## src/rtl/sobel_window_stage_pkg.sv

```systemverilog
// Shared definitions for the Sobel window stage.
//   WIN_DIM / WIN_ELEMS : 3x3 window geometry
//   SOBEL_MID_SHIFT     : the centre tap of each Sobel row/column has weight 2 (a left shift by 1)
//   trk_state_t         : position tracker FSM states
//   win_idx(i,j)        : flat element index of window element (i,j), i = row (0 = bottom),
//                         j = column (0 = right)
//   coord_bits(n)       : width of a coordinate counter that spans 0..n-1
package sobel_window_stage_pkg;

   localparam int WIN_DIM         = 3;
   localparam int WIN_ELEMS       = WIN_DIM * WIN_DIM;
   localparam int SOBEL_MID_SHIFT = 1;

   typedef enum logic {
      TRK_IDLE   = 1'b0,
      TRK_ACTIVE = 1'b1
   } trk_state_t;

   function automatic int win_idx(input int i, input int j);
      return i * WIN_DIM + j;
   endfunction

   function automatic int coord_bits(input int n);
      return (n > 1) ? $clog2(n) : 1;
   endfunction

endpackage

```

## src/rtl/sobel_window_stage_tracker.sv

```systemverilog
// window_pos_tracker: follows the raster position of the pixel stream that feeds the window
// generator and decides which windows are fully inside the frame.
//   clk, rst_n      : clock, asynchronous active-low reset
//   pix_valid       : a pixel is pushed into the generator this cycle
//   pix_sof         : that pixel is the first of a frame (only meaningful with pix_valid)
//   accept          : registered; the window the generator presents next cycle is interior
//   cx, cy          : registered centre coordinate of that window
//   eof             : registered; the accepted window is the last one of the frame
//   frame_err       : registered one-cycle pulse, pix_valid dropped inside an active frame
//
// Stream handshake: pix_valid qualifies pix_sof for one cycle; there is no ready, every valid
// pixel is taken on the edge where it is presented, and inside a frame one pixel must arrive
// on every clock.
module window_pos_tracker
   import sobel_window_stage_pkg::*;
#(
   parameter int frameW = 640,
   parameter int frameH = 480,
   parameter int XW     = coord_bits(frameW),
   parameter int YW     = coord_bits(frameH)
) (
   input  logic          clk,
   input  logic          rst_n,
   input  logic          pix_valid,
   input  logic          pix_sof,
   output logic          accept,
   output logic [XW-1:0] cx,
   output logic [YW-1:0] cy,
   output logic          eof,
   output logic          frame_err
);

   trk_state_t    state_q, state_d;
   // x_q/y_q hold the position the NEXT pixel of the frame will occupy
   logic [XW-1:0] x_q, x_d, px;
   logic [YW-1:0] y_q, y_d, py;
   logic          push;
   logic          err_d;
   logic          acc_d;
   logic          eof_d;

   always_comb begin
      state_d = state_q;
      x_d     = x_q;
      y_d     = y_q;
      px      = '0;
      py      = '0;
      push    = 1'b0;
      err_d   = 1'b0;
      if (pix_valid && pix_sof) begin
         // start of frame wins in any state: this pixel is (0,0)
         push    = 1'b1;
         state_d = TRK_ACTIVE;
         x_d     = XW'(1);
         y_d     = '0;
      end else if (state_q == TRK_ACTIVE) begin
         if (pix_valid) begin
            push = 1'b1;
            px   = x_q;
            py   = y_q;
            if (x_q == XW'(frameW - 1)) begin
               x_d = '0;
               if (y_q == YW'(frameH - 1)) begin
                  y_d     = '0;
                  state_d = TRK_IDLE;
               end else begin
                  y_d = y_q + 1'b1;
               end
            end else begin
               x_d = x_q + 1'b1;
            end
         end else begin
            // the generator kept shifting, so window contents are no longer a valid raster
            err_d   = 1'b1;
            state_d = TRK_IDLE;
            x_d     = '0;
            y_d     = '0;
         end
      end
      acc_d = push && (px >= XW'(2)) && (py >= YW'(2));
      eof_d = push && (px == XW'(frameW - 1)) && (py == YW'(frameH - 1));
   end

   always_ff @(posedge clk or negedge rst_n) begin
      if (!rst_n) begin
         state_q   <= TRK_IDLE;
         x_q       <= '0;
         y_q       <= '0;
         accept    <= 1'b0;
         cx        <= '0;
         cy        <= '0;
         eof       <= 1'b0;
         frame_err <= 1'b0;
      end else begin
         state_q   <= state_d;
         x_q       <= x_d;
         y_q       <= y_d;
         accept    <= acc_d;
         cx        <= px - 1'b1;
         cy        <= py - 1'b1;
         eof       <= eof_d;
         frame_err <= err_d;
      end
   end

endmodule

```

## src/rtl/sobel_window_stage.sv

```systemverilog
// sobel_window_stage: consumes the 3x3 window generator output, keeps only interior windows
// and produces a pipelined, saturated Sobel magnitude |Gx|+|Gy| per interior pixel.
//   clk, rst_n : clock, asynchronous active-low reset
//   pix_valid  : pixel pushed into the window generator this cycle
//   pix_sof    : first pixel of frame (with pix_valid)
//   Window     : 3x3 window, element k = i*3+j at bits [dataDept*k +: dataDept]
//   out_valid  : result valid (no backpressure, one result per clock)
//   out_pix    : saturated magnitude
//   out_x/out_y: centre coordinate of the result
//   out_eof    : last result of the frame
//   frame_err  : one-cycle pulse on a pix_valid gap inside a frame
// Timing: a pixel taken on edge N yields a window that is sampled on N+1, weighted sums on N+2,
// Gx/Gy on N+3 and the registered result on N+4.
module sobel_window_stage
   import sobel_window_stage_pkg::*;
#(
   parameter int dataDept  = 8,
   parameter int frameW    = 640,
   parameter int frameH    = 480,
   parameter int MAG_SHIFT = 0,
   localparam int XW       = coord_bits(frameW),
   localparam int YW       = coord_bits(frameH)
) (
   input  logic                          clk,
   input  logic                          rst_n,
   input  logic                          pix_valid,
   input  logic                          pix_sof,
   input  logic [WIN_ELEMS*dataDept-1:0] Window,
   output logic                          out_valid,
   output logic [dataDept-1:0]           out_pix,
   output logic [XW-1:0]                 out_x,
   output logic [YW-1:0]                 out_y,
   output logic                          out_eof,
   output logic                          frame_err
);

   localparam int PW = dataDept + 2;   // one weighted 1-2-1 sum
   localparam int SW = dataDept + 4;   // signed gradient and unsigned magnitude

   logic          trk_acc;
   logic          trk_eof;
   logic          trk_err;
   logic [XW-1:0] trk_x;
   logic [YW-1:0] trk_y;

   window_pos_tracker #(
      .frameW (frameW),
      .frameH (frameH),
      .XW     (XW),
      .YW     (YW)
   ) u_tracker (
      .clk       (clk),
      .rst_n     (rst_n),
      .pix_valid (pix_valid),
      .pix_sof   (pix_sof),
      .accept    (trk_acc),
      .cx        (trk_x),
      .cy        (trk_y),
      .eof       (trk_eof),
      .frame_err (trk_err)
   );

   function automatic logic [PW-1:0] wsum(input logic [dataDept-1:0] a,
                                          input logic [dataDept-1:0] m,
                                          input logic [dataDept-1:0] b);
      return PW'(a) + (PW'(m) << SOBEL_MID_SHIFT) + PW'(b);
   endfunction

   // window sample: one edge after the tracker decided, matching the generator's capture
   logic                          v0, e0;
   logic [XW-1:0]                 x0;
   logic [YW-1:0]                 y0;
   logic [WIN_ELEMS*dataDept-1:0] win0;
   logic [dataDept-1:0]           w [WIN_ELEMS];

   always_ff @(posedge clk or negedge rst_n) begin
      if (!rst_n) begin
         v0   <= 1'b0;
         e0   <= 1'b0;
         x0   <= '0;
         y0   <= '0;
         win0 <= '0;
      end else begin
         v0 <= trk_acc;
         e0 <= trk_eof;
         x0 <= trk_x;
         y0 <= trk_y;
         if (trk_acc) win0 <= Window;
      end
   end

   always_comb begin
      for (int k = 0; k < WIN_ELEMS; k++) w[k] = win0[dataDept*k +: dataDept];
   end

   // S1: column j=0 is the right (newer) column, row i=0 the bottom (newer) row
   logic          v1, e1;
   logic [XW-1:0] x1;
   logic [YW-1:0] y1;
   logic [PW-1:0] gxp, gxn, gyp, gyn;

   always_ff @(posedge clk or negedge rst_n) begin
      if (!rst_n) begin
         v1  <= 1'b0;
         e1  <= 1'b0;
         x1  <= '0;
         y1  <= '0;
         gxp <= '0;
         gxn <= '0;
         gyp <= '0;
         gyn <= '0;
      end else begin
         v1  <= v0;
         e1  <= e0;
         x1  <= x0;
         y1  <= y0;
         gxp <= wsum(w[win_idx(0,0)], w[win_idx(1,0)], w[win_idx(2,0)]);
         gxn <= wsum(w[win_idx(0,2)], w[win_idx(1,2)], w[win_idx(2,2)]);
         gyp <= wsum(w[win_idx(0,0)], w[win_idx(0,1)], w[win_idx(0,2)]);
         gyn <= wsum(w[win_idx(2,0)], w[win_idx(2,1)], w[win_idx(2,2)]);
      end
   end

   // S2: signed gradients
   logic                 v2, e2;
   logic [XW-1:0]        x2;
   logic [YW-1:0]        y2;
   logic signed [SW-1:0] gx, gy;

   always_ff @(posedge clk or negedge rst_n) begin
      if (!rst_n) begin
         v2 <= 1'b0;
         e2 <= 1'b0;
         x2 <= '0;
         y2 <= '0;
         gx <= '0;
         gy <= '0;
      end else begin
         v2 <= v1;
         e2 <= e1;
         x2 <= x1;
         y2 <= y1;
         gx <= $signed({2'b00, gxp}) - $signed({2'b00, gxn});
         gy <= $signed({2'b00, gyp}) - $signed({2'b00, gyn});
      end
   end

   // S3: magnitude, scale, saturate. |Gx|+|Gy| <= 8*(2^dataDept-1) so SW bits never overflow.
   logic [SW-1:0]       ax, ay, asum, mag;
   logic [dataDept-1:0] sat;

   always_comb begin
      ax   = gx[SW-1] ? $unsigned(-gx) : $unsigned(gx);
      ay   = gy[SW-1] ? $unsigned(-gy) : $unsigned(gy);
      asum = ax + ay;
      mag  = asum >> MAG_SHIFT;
      sat  = (|mag[SW-1:dataDept]) ? '1 : mag[dataDept-1:0];
   end

   always_ff @(posedge clk or negedge rst_n) begin
      if (!rst_n) begin
         out_valid <= 1'b0;
         out_pix   <= '0;
         out_x     <= '0;
         out_y     <= '0;
         out_eof   <= 1'b0;
         frame_err <= 1'b0;
      end else begin
         out_valid <= v2;
         out_pix   <= sat;
         out_x     <= x2;
         out_y     <= y2;
         out_eof   <= e2 & v2;
         frame_err <= trk_err;
      end
   end

endmodule

```

## config.mk

```make
export PLATFORM = sky130hd
export DESIGN_NAME = sobel_window_stage
export DESIGN_NICKNAME = d
export VERILOG_FILES = /design/src/rtl/sobel_window_stage_pkg.sv /design/src/rtl/sobel_window_stage_tracker.sv /design/src/rtl/sobel_window_stage.sv
export SDC_FILE = /design/constraint.sdc
export NUM_CORES = 1
export LEC_CHECK = 0
export BUFFER_PORTS_ARGS = -buffer_cell sky130_fd_sc_hd__clkbuf_2
export CAP_MARGIN = 20
export CORE_MARGIN = 5
export CORE_UTILIZATION = 45
export DETAILED_ROUTE_END_ITERATION = 8
export GPL_TIMING_DRIVEN = 0
export PLACE_DENSITY = 0.77
export SYNTH_ARGS = -nofsm -noshare
export SYNTH_HDL_FRONTEND = slang
export SYNTH_SLANG_ARGS = --single-unit
```

## constraint.sdc

```tcl
create_clock -name clk -period 2.8 [get_ports clk]
set_input_delay 0.14 -clock clk [delete_from_list [all_inputs] [get_ports clk]]
set_output_delay 0.14 -clock clk [all_outputs]
set_load 0.02 [all_outputs]
```

[After elaboration in Yosys (flattened, before gate mapping)]
Index checks and enable logic that the tools add are counted.
Storage, ports and cells
  input port bits: 76
  word-level logic and storage cells: 95
  bits in registers: 269
  output and inout port bits: 30
Operators by class
  magnitude comparators: 2
  multiplexer cells: 29
  bitwise logic cells: 1
  equality and inequality tests: 5
  $add $sub $neg: 17
  reductions and logical operators: 8
Operators with widths (number)
  9-bit 2-to-1 mux: 8
  10-bit 2-to-1 mux: 7
  10-bit by 8-bit adder with 10-bit output: 4
  8-bit by 9-bit adder with 10-bit output: 4
  12-bit 2-to-1 mux: 2
  11-bit negation with 12-bit output: 2
  10-bit by 10-bit subtractor with 11-bit output: 2
  10-bit equality test (second input constant): 2
  9-bit equality test (second input constant): 2
  12-bit adder: 1
  1-bit 2-to-1 mux: 11
  10-bit by 1-bit adder with 10-bit output (second input constant): 1
  10-bit by 2-bit greater-or-equal comparator with 1-bit output (second input constant): 1
  10-bit by 1-bit subtractor with 10-bit output (second input constant): 1
  9-bit by 1-bit adder with 9-bit output (second input constant): 1
  9-bit by 2-bit greater-or-equal comparator with 1-bit output (second input constant): 1
  9-bit by 1-bit subtractor with 9-bit output (second input constant): 1
  8-bit 2-to-1 mux: 1
  1-bit logical AND: 5
  4-bit OR reduction: 1
  3-bit by 1-bit != test with 1-bit output (second input constant): 1
  2-bit AND reduction: 1
  2-bit nonzero test: 1
  1-bit bitwise AND: 1

[Longest topological paths before layout]
Gate-level depths: netlist (run 1).
  depth after elaboration: 6
  mapped depth: 13

[Hierarchy]
A second synthesis (run 1) with hierarchy kept.
Unflattened totals
  cells, all modules: 976
  area total of the unflattened synthesis: 12121.6 um2
By module, submodules not included
  sobel_window_stage: area each 9779.4 um2, seq. area each 5480.3 um2, cells each 726, times used 1
  window_pos_tracker: area each 2342.2 um2, seq. area each 1051.0 um2, cells each 250, times used 1

[Worst setup path before layout (run 1)]
OpenSTA, ideal clock, no wires.
  kind: register to register
  from: register gy[1]
  to: register out_pix[0]
  path slack: -0.167 ns
  arrival: 2.816 ns
  data required time: 2.649 ns
  path buffers: 0
  stages on the path, launching flop included: 14
  cell sequence: dfrtp_1 inv_1 ha_1 nand2b_1 or4_1 o31ai_1 xnor2_1 ha_1 a21oi_1 nor2b_1 nor4b_1 o31ai_1 mux2i_1 o211ai_1
Between the ends
  longest elaborated chain between the ends: 5
Ends and longest elaborated chain
  from (decl): RTL line sobel_window_stage.sv:128  | logic signed [SW-1:0] gx, gy;
  from (signal assigned): RTL line sobel_window_stage.sv:144  | gy <= $signed({2'b00, gyp}) - $signed({2'b00, gyn});
  11-bit negation with 12-bit output: RTL line sobel_window_stage.sv:154  | ay = gy[SW-1] ? $unsigned(-gy) : $unsigned(gy);
  12-bit 2-to-1 mux (*): RTL line sobel_window_stage.sv:154
  12-bit adder (*): RTL line sobel_window_stage.sv:155  | asum = ax + ay;
  4-bit OR reduction (*): RTL line sobel_window_stage.sv:157  | sat = (|mag[SW-1:dataDept]) ? '1 : mag[dataDept-1:0];
  8-bit 2-to-1 mux (*): RTL line sobel_window_stage.sv:157
  named net sat[0]: RTL line sobel_window_stage.sv:150  | logic [dataDept-1:0] sat;
  to (signal assigned): RTL line sobel_window_stage.sv:170  | out_pix <= sat;
  to (decl): RTL line sobel_window_stage.sv:30  | output logic [dataDept-1:0] out_pix,
Mark *: on every way through the listed nets, which the timed path passes. The rest lies on a longest branch.
A chain may end at the register's enable or synchronous reset.

[Worst setup path after layout (run 1)]
  from: register gy[0]
  to: register out_pix[7]
Between the ends
  longest elaborated chain between the ends: 5
Ends and longest elaborated chain (RTL line)
  11-bit negation with 12-bit output: sobel_window_stage.sv:154
  12-bit 2-to-1 mux (*): sobel_window_stage.sv:154
  12-bit adder (*): sobel_window_stage.sv:155
  4-bit OR reduction: sobel_window_stage.sv:157
  8-bit 2-to-1 mux (*): sobel_window_stage.sv:157
  named net sat[7]: sobel_window_stage.sv:150
Marked as above.

==> results of run 1 <==
-- what timing repair did --
item,in CTS,in global routing
gates resized for setup,11,26
pin swaps,6,7
hold endpoints to repair,134,0
hold buffers,67,0
buffers inserted,4,4
setup endpoints to repair,8,9
-- metal layers --
metal / up-vias / GRT usage / routed length, um
met3: 58 / 0.02639 / 1198
met4: 0 / 0.05288 / 666
met2: 201 / 0.2911 / 12790
li1: 3736 / - / -
met1: 3979 / 0.2192 / 10610
met5: - / 0 / 0
-- stage by stage --
step | hold WS [ns] | power, mW | cell area [sq um] | util | worst slack, ns
3_3_place_gp | 0.3316 | 8.019 | 12950 | 0.4941 | -3.522
2_1_floorplan | -0.1556 | 7.299 | 12040 | - | -0.03812
4_1_cts | 0.1747 | 12.04 | 14630 | 0.5584 | -0.1754
6_report | 0.1597 | 12.46 | 14780 | 0.5639 | -0.2279
3_5_place_dp | 0.1703 | 8.181 | 13010 | 0.4965 | -0.4228
5_1_grt | 0.2159 | 13.19 | 14780 | 0.5639 | -0.3607
-- cell type report --
cell class                      instances  area [sq um]
Clock inverter                          7         73.82
Fill cell                            2027         11430
Timing Repair Buffer                  174          1280
Buffer                                 21         88.84
Clock buffer                           42         802.0
Multi-Input combinational cell        618          5313
Sequential cell                       261          6531
Inverter                               72         270.3
Tap cell                              335         419.2
-- critical path, cell delays in order, from the launching register on --
cell and delay [ns]:
sky130_fd_sc_hd__dfrtp_1 0.39, sky130_fd_sc_hd__inv_1 0.07, sky130_fd_sc_hd__ha_2 0.17, sky130_fd_sc_hd__nand2b_1 0.08
sky130_fd_sc_hd__or4_4 0.46, sky130_fd_sc_hd__nand2_2 0.11, sky130_fd_sc_hd__xnor2_2 0.07, sky130_fd_sc_hd__ha_1 0.35
sky130_fd_sc_hd__o21a_1 0.14, sky130_fd_sc_hd__o21ai_2 0.16, sky130_fd_sc_hd__a21oi_2 0.08, sky130_fd_sc_hd__or2_4 0.30
sky130_fd_sc_hd__nor4_4 0.20, sky130_fd_sc_hd__buf_4 0.18, sky130_fd_sc_hd__o211ai_1 0.12
-- power groups by stage --
stage	Sequential, mW	Combinational (mW)	Clock (mW)
finish	4.40	4.55	3.51
global route	4.44	5.01	3.74
CTS	4.38	4.08	3.57
detailed placement	4.44	3.74	0
global placement	4.43	3.59	0
floorplan	4.41	2.89	0
-- how the worst min path moves through the flow --
stage                                         to             from  slack [ns]
finish              u_tracker.x_q[5]$_DFFE_PN0P_            rst_n        0.16
CTS                 u_tracker.x_q[3]$_DFFE_PN0P_            rst_n        0.17
global route        u_tracker.x_q[3]$_DFFE_PN0P_            rst_n        0.22
global placement                 y1[0]$_DFF_PN0_  y0[0]$_DFF_PN0_        0.33
floorplan                           e0$_DFF_PN0_            rst_n       -0.16
detailed placement  u_tracker.x_q[3]$_DFFE_PN0P_            rst_n        0.17
-- cells in the final DEF, fill, tap and decap left out, types with 44 or more instances in the layout --
cell,n
sky130_fd_sc_hd__mux2_2,64
sky130_fd_sc_hd__ha_1,73
sky130_fd_sc_hd__inv_1,72
sky130_fd_sc_hd__clkbuf_2,98
sky130_fd_sc_hd__o21ai_0,50
sky130_fd_sc_hd__dfrtp_1,261
sky130_fd_sc_hd__dlygate4sd3_1,67
sky130_fd_sc_hd__nor2_1,44
sky130_fd_sc_hd__xnor2_1,47
sky130_fd_sc_hd__nand2_1,50
-- cell families (layout without fill, tap and decap cells) --
| logic type | Yosys count | after routing | share of synthesized area |
|---|---|---|---|
| AO/OA/AOI/OAI | 160 | 160 | 0.08564 |
| XOR/XNOR | 69 | 69 | 0.05026 |
| adder cells (fa/ha/maj) | 112 | 112 | 0.1384 |
| buffers and inverters | 93 | 316 | 0.02966 |
| flip-flops | 261 | 261 | 0.5432 |
| multiplexers | 65 | 65 | 0.06077 |
| AND/OR/NAND/NOR | 212 | 212 | 0.09209 |
==> flow_results.org, run 1 <==
** Worst setup path
- Data on the critical path arrives at its endpoint at between 3 and 4 ns.
- The number of cells on the worst reg-to-reg path is 14.
- Setup Crit Path Kind :: reg2reg
- Capturing point of the worst reg2reg path :: out_pix[7]$_DFF_PN0_
- Along the worst path, the maximum fanout reaches 8.
- Reg-to-reg slack, setup :: -0.23 ns
- The worst register-to-register path begins at gy[0]$_DFF_PN0_.
- The worst setup path is captured at a flop.
- STA classifies the critical path startpoint as a flop.
- The critical path starts at gy[0]$_DFF_PN0_.
- In this run the worst setup path terminates at out_pix[7]$_DFF_PN0_.
- Req. time, crit path :: between 3 and 4 ns

** Logic synthesis
- Cell type contributing the most total cell area after synthesis :: sky130_fd_sc_hd__dfrtp_1
- The number of nets in the synthesized netlist is roughly 1200.
- In the synthesized netlist the async set-or-reset flop fraction comes to 1.000.
- Sequential fraction of the synthesis area :: 0.5432
- The commonest cells after synthesis are sky130_fd_sc_hd__dfrtp_1, sky130_fd_sc_hd__ha_1, sky130_fd_sc_hd__inv_1.
- Unique cell type count in the Yosys netlist :: just under 60
- In this run, synthesis inferred 0 flip-flops with an integrated enable.
- Main area contributors after synthesis :: sky130_fd_sc_hd__dfrtp_1, sky130_fd_sc_hd__ha_1, sky130_fd_sc_hd__mux2_2
- Ys flop type :: sky130_fd_sc_hd__dfrtp_1
- Mapped cell area :: between 10000 and 15000 sq um
- Yosys warnings :: 0
- Post-synthesis sequential element count :: roughly 260
- The share of synthesized area in the top cell type comes to 0.5432.
- In the post-synthesis netlist, the cell with the most instances is sky130_fd_sc_hd__dfrtp_1.
- Count of mapped cells out of synthesis :: 972
- The average instance in the mapped netlist occupies 12.37 sq um.

** GRT
- Global routing finished with a remaining overflow of 0.
- GRT Overall Usage :: 0.1684
- Antenna violations before repair :: 0
- The first global-routing pass estimated about 42000 um of wire.
- Vias in the first global route :: approximately 8500
- Largest net degree at the start of global routing :: 115

** Power
- Leakage power summed over all cells :: between 6 and 7 nW
- Summed over all nets, the switching power comes to 4.150 mW.
- Power spread over the standard cell area amounts to ~840 nW/um^2.
- Of the total power, combinational logic draws 0.365.
- Worst IR Drop VDD :: between 0.6 and 0.7 mV
- Internal power comes to between 8 and 9 mW.
- Part of the power in the clock network :: 0.282
- Switching part of the total :: 0.3331
- The share of total power dissipated in sequential elements is 0.353.

** Final layout
- 0 antenna diodes ended up in the layout.
- Register name with the most flops :: win0
- Synthesis-to-finish area growth :: 22.90%
- The largest registers in the layout are win0 x64, gx x11, gy x11.
- Post-Layout Cell Count :: 1530
- Max FFs per register :: 64
- Layout Nets :: between 1000 and 1500
- Of the cells placed in the final design, the portion with a size suffix greater than 1 is 0.2117.

** Floorplan
- Initial core utilization :: 0.4588
- DIE WIDTH :: between 150 and 200 um
- 106 I/O pins were placed.
- In this run the vertical extent of the chip is around 170 um.
- The floorplan step defined a die boundary enclosing ~30000 sq um.
- After floorplanning, the core was divided into just under 60 placement rows.
- Area of the core region :: ~26000 sq um

** Status
- The final reports fail on setup timing.
- Result of the run :: finished with violations

** Clock network
- The root buffer cell chosen for the clock tree is sky130_fd_sc_hd__clkbuf_16.
- No sink is reached through more buffers than the 3 on the longest clock path.
- Clock latency reported for the late side of the worst-skew pair :: ~0.55 ns
- After clock tree synthesis, the clock-pin slew on the worst setup and hold paths is around 0.060 ns.
- CTS tree :: built
- Buffers inserted during clock tree synthesis total 27.
- Clock Sink Count :: approximately 260
- Total number of H-tree levels :: 1

** STA
- The number of endpoints with negative hold slack in the final report is 0.
- Worst slew pin tran :: approximately 0.76 ns
- Achievable frequency :: between 300 and 400 MHz
- TNS Setup :: -1.629 ns
- Slew Limit Headroom :: 0.4942
- Setup violations remaining at the end of the flow were counted as 8.
- The max-slew violation total from the final report came to 0.
- Final cycle utilization of the critical path :: 1.081
- After layout, the minimum clock period comes to around 3 ns.
- Final Skew :: around 0.024 ns
- Setup repair after global routing could not meet its margin everywhere.
- After layout, the worst setup slack is -0.2279 ns.

** Detailed routing
- Total wirelength of the detailed-routed design :: ~25000 um
- The first detailed-routing pass ran for 5 iterations.
- DRT iter0 DRCs :: between 400 and 500
- Antenna viol nets, final :: 0
- Count of unresolved DRC violations after routing :: 0
- The detailed router placed 7974 vias in this run.
- Wire length per cell after detailed routing :: approximately 17 um
- Dividing the detail-routed via count by the number of cells gives 5.212.

** Worst hold path
- Kind of path behind the tightest hold check :: in2async

** Placed design
- At the end of routability-driven placement, the weighted congestion stood at about 0.86.
- HPWL after detailed placement :: about 17000 um
- IO buf count :: 97
- Cell Count Post-Placement :: 1406

** Flow run
- Count of maximum capacitance violations :: 0
Power figures use the tool's default switching activity.
==> run 2: changes to the inputs <==
- PLACE_DENSITY: 0.77 -> 0.75
- clock period: 2.8 -> 3 ns (I/O delays scaled with it)
==> run 2 against run 1 <==
Compared with the run above: the run still ends with setup timing left; sequential power decreased by 6.8%; critical path depth decreased by 3; sequential cell count unchanged; clock-buffer cell count decreased by 3; via count decreased by 2.2%; hold slack got worse by 0.046 ns; final cell count about the same; combinational power decreased by 10%.
==> flow_results.org, run 2 (synthesis results as in run 1) <==
** Status
- Result of the run :: finished with violations
- The final reports fail on setup timing.

** Worst setup path
- Tracing the worst setup path back leads to its startpoint at gy[0]$_DFF_PN0_.
- Worst Setup Start Kind :: flop
- The worst register-to-register path ends at out_pix[7]$_DFF_PN0_.
- Source of the worst register-to-register timing path :: gy[0]$_DFF_PN0_
- End point of the critical path :: out_pix[7]$_DFF_PN0_
- WP data arrival :: 3.40 ns
- Crit end category :: flop
- The worst register-to-register path has a setup slack of -0.03 ns.
- CP max FO :: 8
- For the worst flop-to-flop path, the logic depth is 11.
- Setup Crit Path Kind :: reg2reg
- Req. time, crit path :: approximately 3.4 ns

** Power
- Switching part of the total :: 0.3293
- Part of the power in the clock network :: 0.286
- Summed over all nets, the switching power comes to about 3.8 mW.
- Total power :: approximately 11 mW
- The share of total power dissipated in sequential elements is 0.357.
- Worst IR Drop VDD :: 0.5402 mV
- Summed over all cells, the static leakage comes to 6.828 nW.
- Power spread over the standard cell area amounts to 779.3 nW/um^2.
- The internal portion of the total power is between 7 and 8 mW.
- Part of the total power dissipated in combinational logic :: 0.357

** Floorplan
- Cell Rows :: between 50 and 60
- The floorplan step set the die height to about 170 um.
- approximately 110 I/O pins were placed.
- The initial utilization of the core area, before any placement, comes to 0.4588.
- The core region is between 20000 and 30000 sq um.
- Full die area :: 30090 sq um
- In this run the horizontal extent of the chip is 173.5 um.

** Detailed routing
- DRT iter0 DRCs :: around 570
- Per-cell via count in the routed design :: 5.103
- Count of unresolved DRC violations after routing :: 0
- The first detailed-routing pass ran for 6 iterations.
- The final layout contains routed wiring with a total length of roughly 25000 um.
- In the final routed layout, each cell accounts on average for roughly 16 um.
- Antenna viol nets, final :: 0
- Across all layers, the routed design uses roughly 7800 vias.

** Clock network
- Buffers inserted during clock tree synthesis total 27.
- Clock latency reported for the late side of the worst-skew pair :: 0.51 ns
- TritonCTS built the clock tree.
- Clock-pin slew of the registers on the worst-case setup and hold paths :: about 0.06 ns
- Clock Sink Count :: between 200 and 300
- Total number of H-tree levels :: 1
- Clk Tree Root Cell :: sky130_fd_sc_hd__clkbuf_16
- Buffers from clock root to sink, at most :: 3

** GRT
- Vias in the first global route :: 8316
- Across every metal layer, demand over resource in global routing totals 0.1653.
- Summed over all layers, the global routing overflow is 0.
- Entering global routing, the biggest net connects about 110 pins.
- Antenna violations before repair :: 1
- First-pass GRT wire length :: ~42000 um

** STA
- For the finished layout, the period the worst path requires is between 3 and 4 ns.
- Final cycle utilization of the critical path :: 1.011
- Worst-case hold slack :: between 0.1 and 0.15 ns
- Once routing completed, OpenROAD measured the worst setup slack at -0.03199 ns.
- Final Skew :: 0.01116 ns
- Worst slew pin tran :: about 0.83 ns
- Total setup violations reported at the end of the flow :: 3
- Setup repair after global routing missed its margin :: yes
- Slew Limit Headroom :: 0.4439
- Derived from the worst setup path, the maximum achievable clock frequency is between 300 and 400 MHz.
- Final Slew Violations :: 0
- The number of endpoints with negative hold slack in the final report came to 0.

** Placed design
- HPWL after detailed placement :: between 15000 and 20000 um
- Pre-CTS setup slack :: -0.5212 ns
- After detailed placement, the total cell area comes to approximately 13000 sq um.
- Routability-driven placement finished with a final weighted congestion of 0.8330.
- IO buf count :: 97

** Final layout
- Number of inserted filler cells in the final layout :: a little over 2000
- Register name with the most flops :: win0
- Leading cell type in the layout, fill and taps excluded :: sky130_fd_sc_hd__dfrtp_1
- Post-Route Utilization :: 0.5613
- Of the cells placed in the final design, the portion with a size suffix greater than 1 is 0.2079.
- The finished cells cover 14710 sq um.
- Commonest cells after routing, fill and taps aside :: sky130_fd_sc_hd__dfrtp_1, sky130_fd_sc_hd__clkbuf_2, sky130_fd_sc_hd__ha_1
- Synthesis-to-finish area growth :: 22.34%
- The register with the most flip-flops in the layout has 64 of them.
- In the final layout, the registers with the most flip-flops are win0 x64, gx x11, gy x11.
- Layout Nets :: 1363

** Worst hold path
- Kind of path behind the tightest hold check :: in2async

** Flow run
- Max-cap violations in this run came to 0.
## run 2: cell types whose count changed in the layout (fill, tap and decap cells not counted), moves of 2 or more
| cell | previous run | this run |
|---|---|---|
| sky130_fd_sc_hd__clkinv_2 | 1 | 5 |
| sky130_fd_sc_hd__clkinvlp_4 | 4 | 0 |
| sky130_fd_sc_hd__xnor2_1 | 47 | 51 |
| sky130_fd_sc_hd__xnor2_2 | 4 | 0 |
| sky130_fd_sc_hd__clkbuf_2 | 98 | 96 |
| sky130_fd_sc_hd__inv_1 | 72 | 70 |
| sky130_fd_sc_hd__inv_2 | 0 | 2 |
| sky130_fd_sc_hd__nor4b_2 | 0 | 2 |
| sky130_fd_sc_hd__o31ai_2 | 1 | 3 |
## run 2: power by group through the flow
| stage | Clock (mW) | Combinational [mW] | Sequential (mW) |
|---|---|---|---|
| after floorplan | 0 | 2.64 | 4.11 |
| after global placement | 0 | 3.32 | 4.12 |
| after detailed placement | 0 | 3.45 | 4.14 |
| after CTS | 3.36 | 3.93 | 4.09 |
| after global routing | 3.53 | 4.51 | 4.14 |
| final | 3.28 | 4.09 | 4.10 |
## run 2: cell type report
type	count	area (sq um)	area share
sequential	261	6531	0.4440
multi-input combinational	618	5244	0.3565
timing repair buffer	174	1280	0.08701
clock buffer	39	780.7	0.05307
tap	335	419.2	0.02849
inverter	72	270.3	0.01837
clock inverter	8	96.34	0.006549
buffer	21	86.33	0.005869
antenna	1	2.502	0.0001701
## run 2: worst min-delay path by stage
stage,start,endpoint,cells after the start
after global routing,rst_n,u_tracker.x_q[5]$_DFFE_PN0P_,2
after detailed placement,rst_n,u_tracker.x_q[3]$_DFFE_PN0P_,1
after floorplan,rst_n,e0$_DFF_PN0_,0
after CTS,rst_n,u_tracker.x_q[3]$_DFFE_PN0P_,2
after global placement,u_tracker.cy[0]$_DFF_PN0_,y0[0]$_DFF_PN0_,0
final,rst_n,u_tracker.x_q[3]$_DFFE_PN0P_,2
## run 2: stage by stage
step                std cells  setup TNS, ns
finish                   1529       -0.05040
global route             1529        -0.9912
floorplan                 972              0
global placement         1404        -868.33
detailed placement       1406         -3.658
CTS                      1527              0
## run 2: worst max-delay path, stage by stage (launching register included)
cell,delay (ns)
sky130_fd_sc_hd__dfrtp_1,0.40
sky130_fd_sc_hd__or3_4,0.41
sky130_fd_sc_hd__or4_4,0.44
sky130_fd_sc_hd__o21ai_1,0.16
sky130_fd_sc_hd__xnor2_1,0.17
sky130_fd_sc_hd__ha_2,0.33
sky130_fd_sc_hd__o21ai_1,0.10
sky130_fd_sc_hd__a21oi_2,0.08
sky130_fd_sc_hd__or2_4,0.27
sky130_fd_sc_hd__nor4_4,0.20
sky130_fd_sc_hd__buf_4,0.19
sky130_fd_sc_hd__o211ai_1,0.13
## run 2: timing repair
action / in CTS / in global routing
buffers inserted: 7 / 1
endpoints found under the setup margin: 8 / 8
resized for setup: 19 / 12
hold endpoints to repair: 109 / 0
hold buffers: 67 / 0
pin swaps: 6 / 3
## run 2: per-layer routing
metal | up-vias | GRT usage | routed length (um)
li1 | 3745 | - | -
met4 | 0 | 0.03957 | 488
met3 | 44 | 0.02617 | 1125
met1 | 3830 | 0.2211 | 10690
met2 | 183 | 0.2850 | 12340
met5 | - | 0 | 0
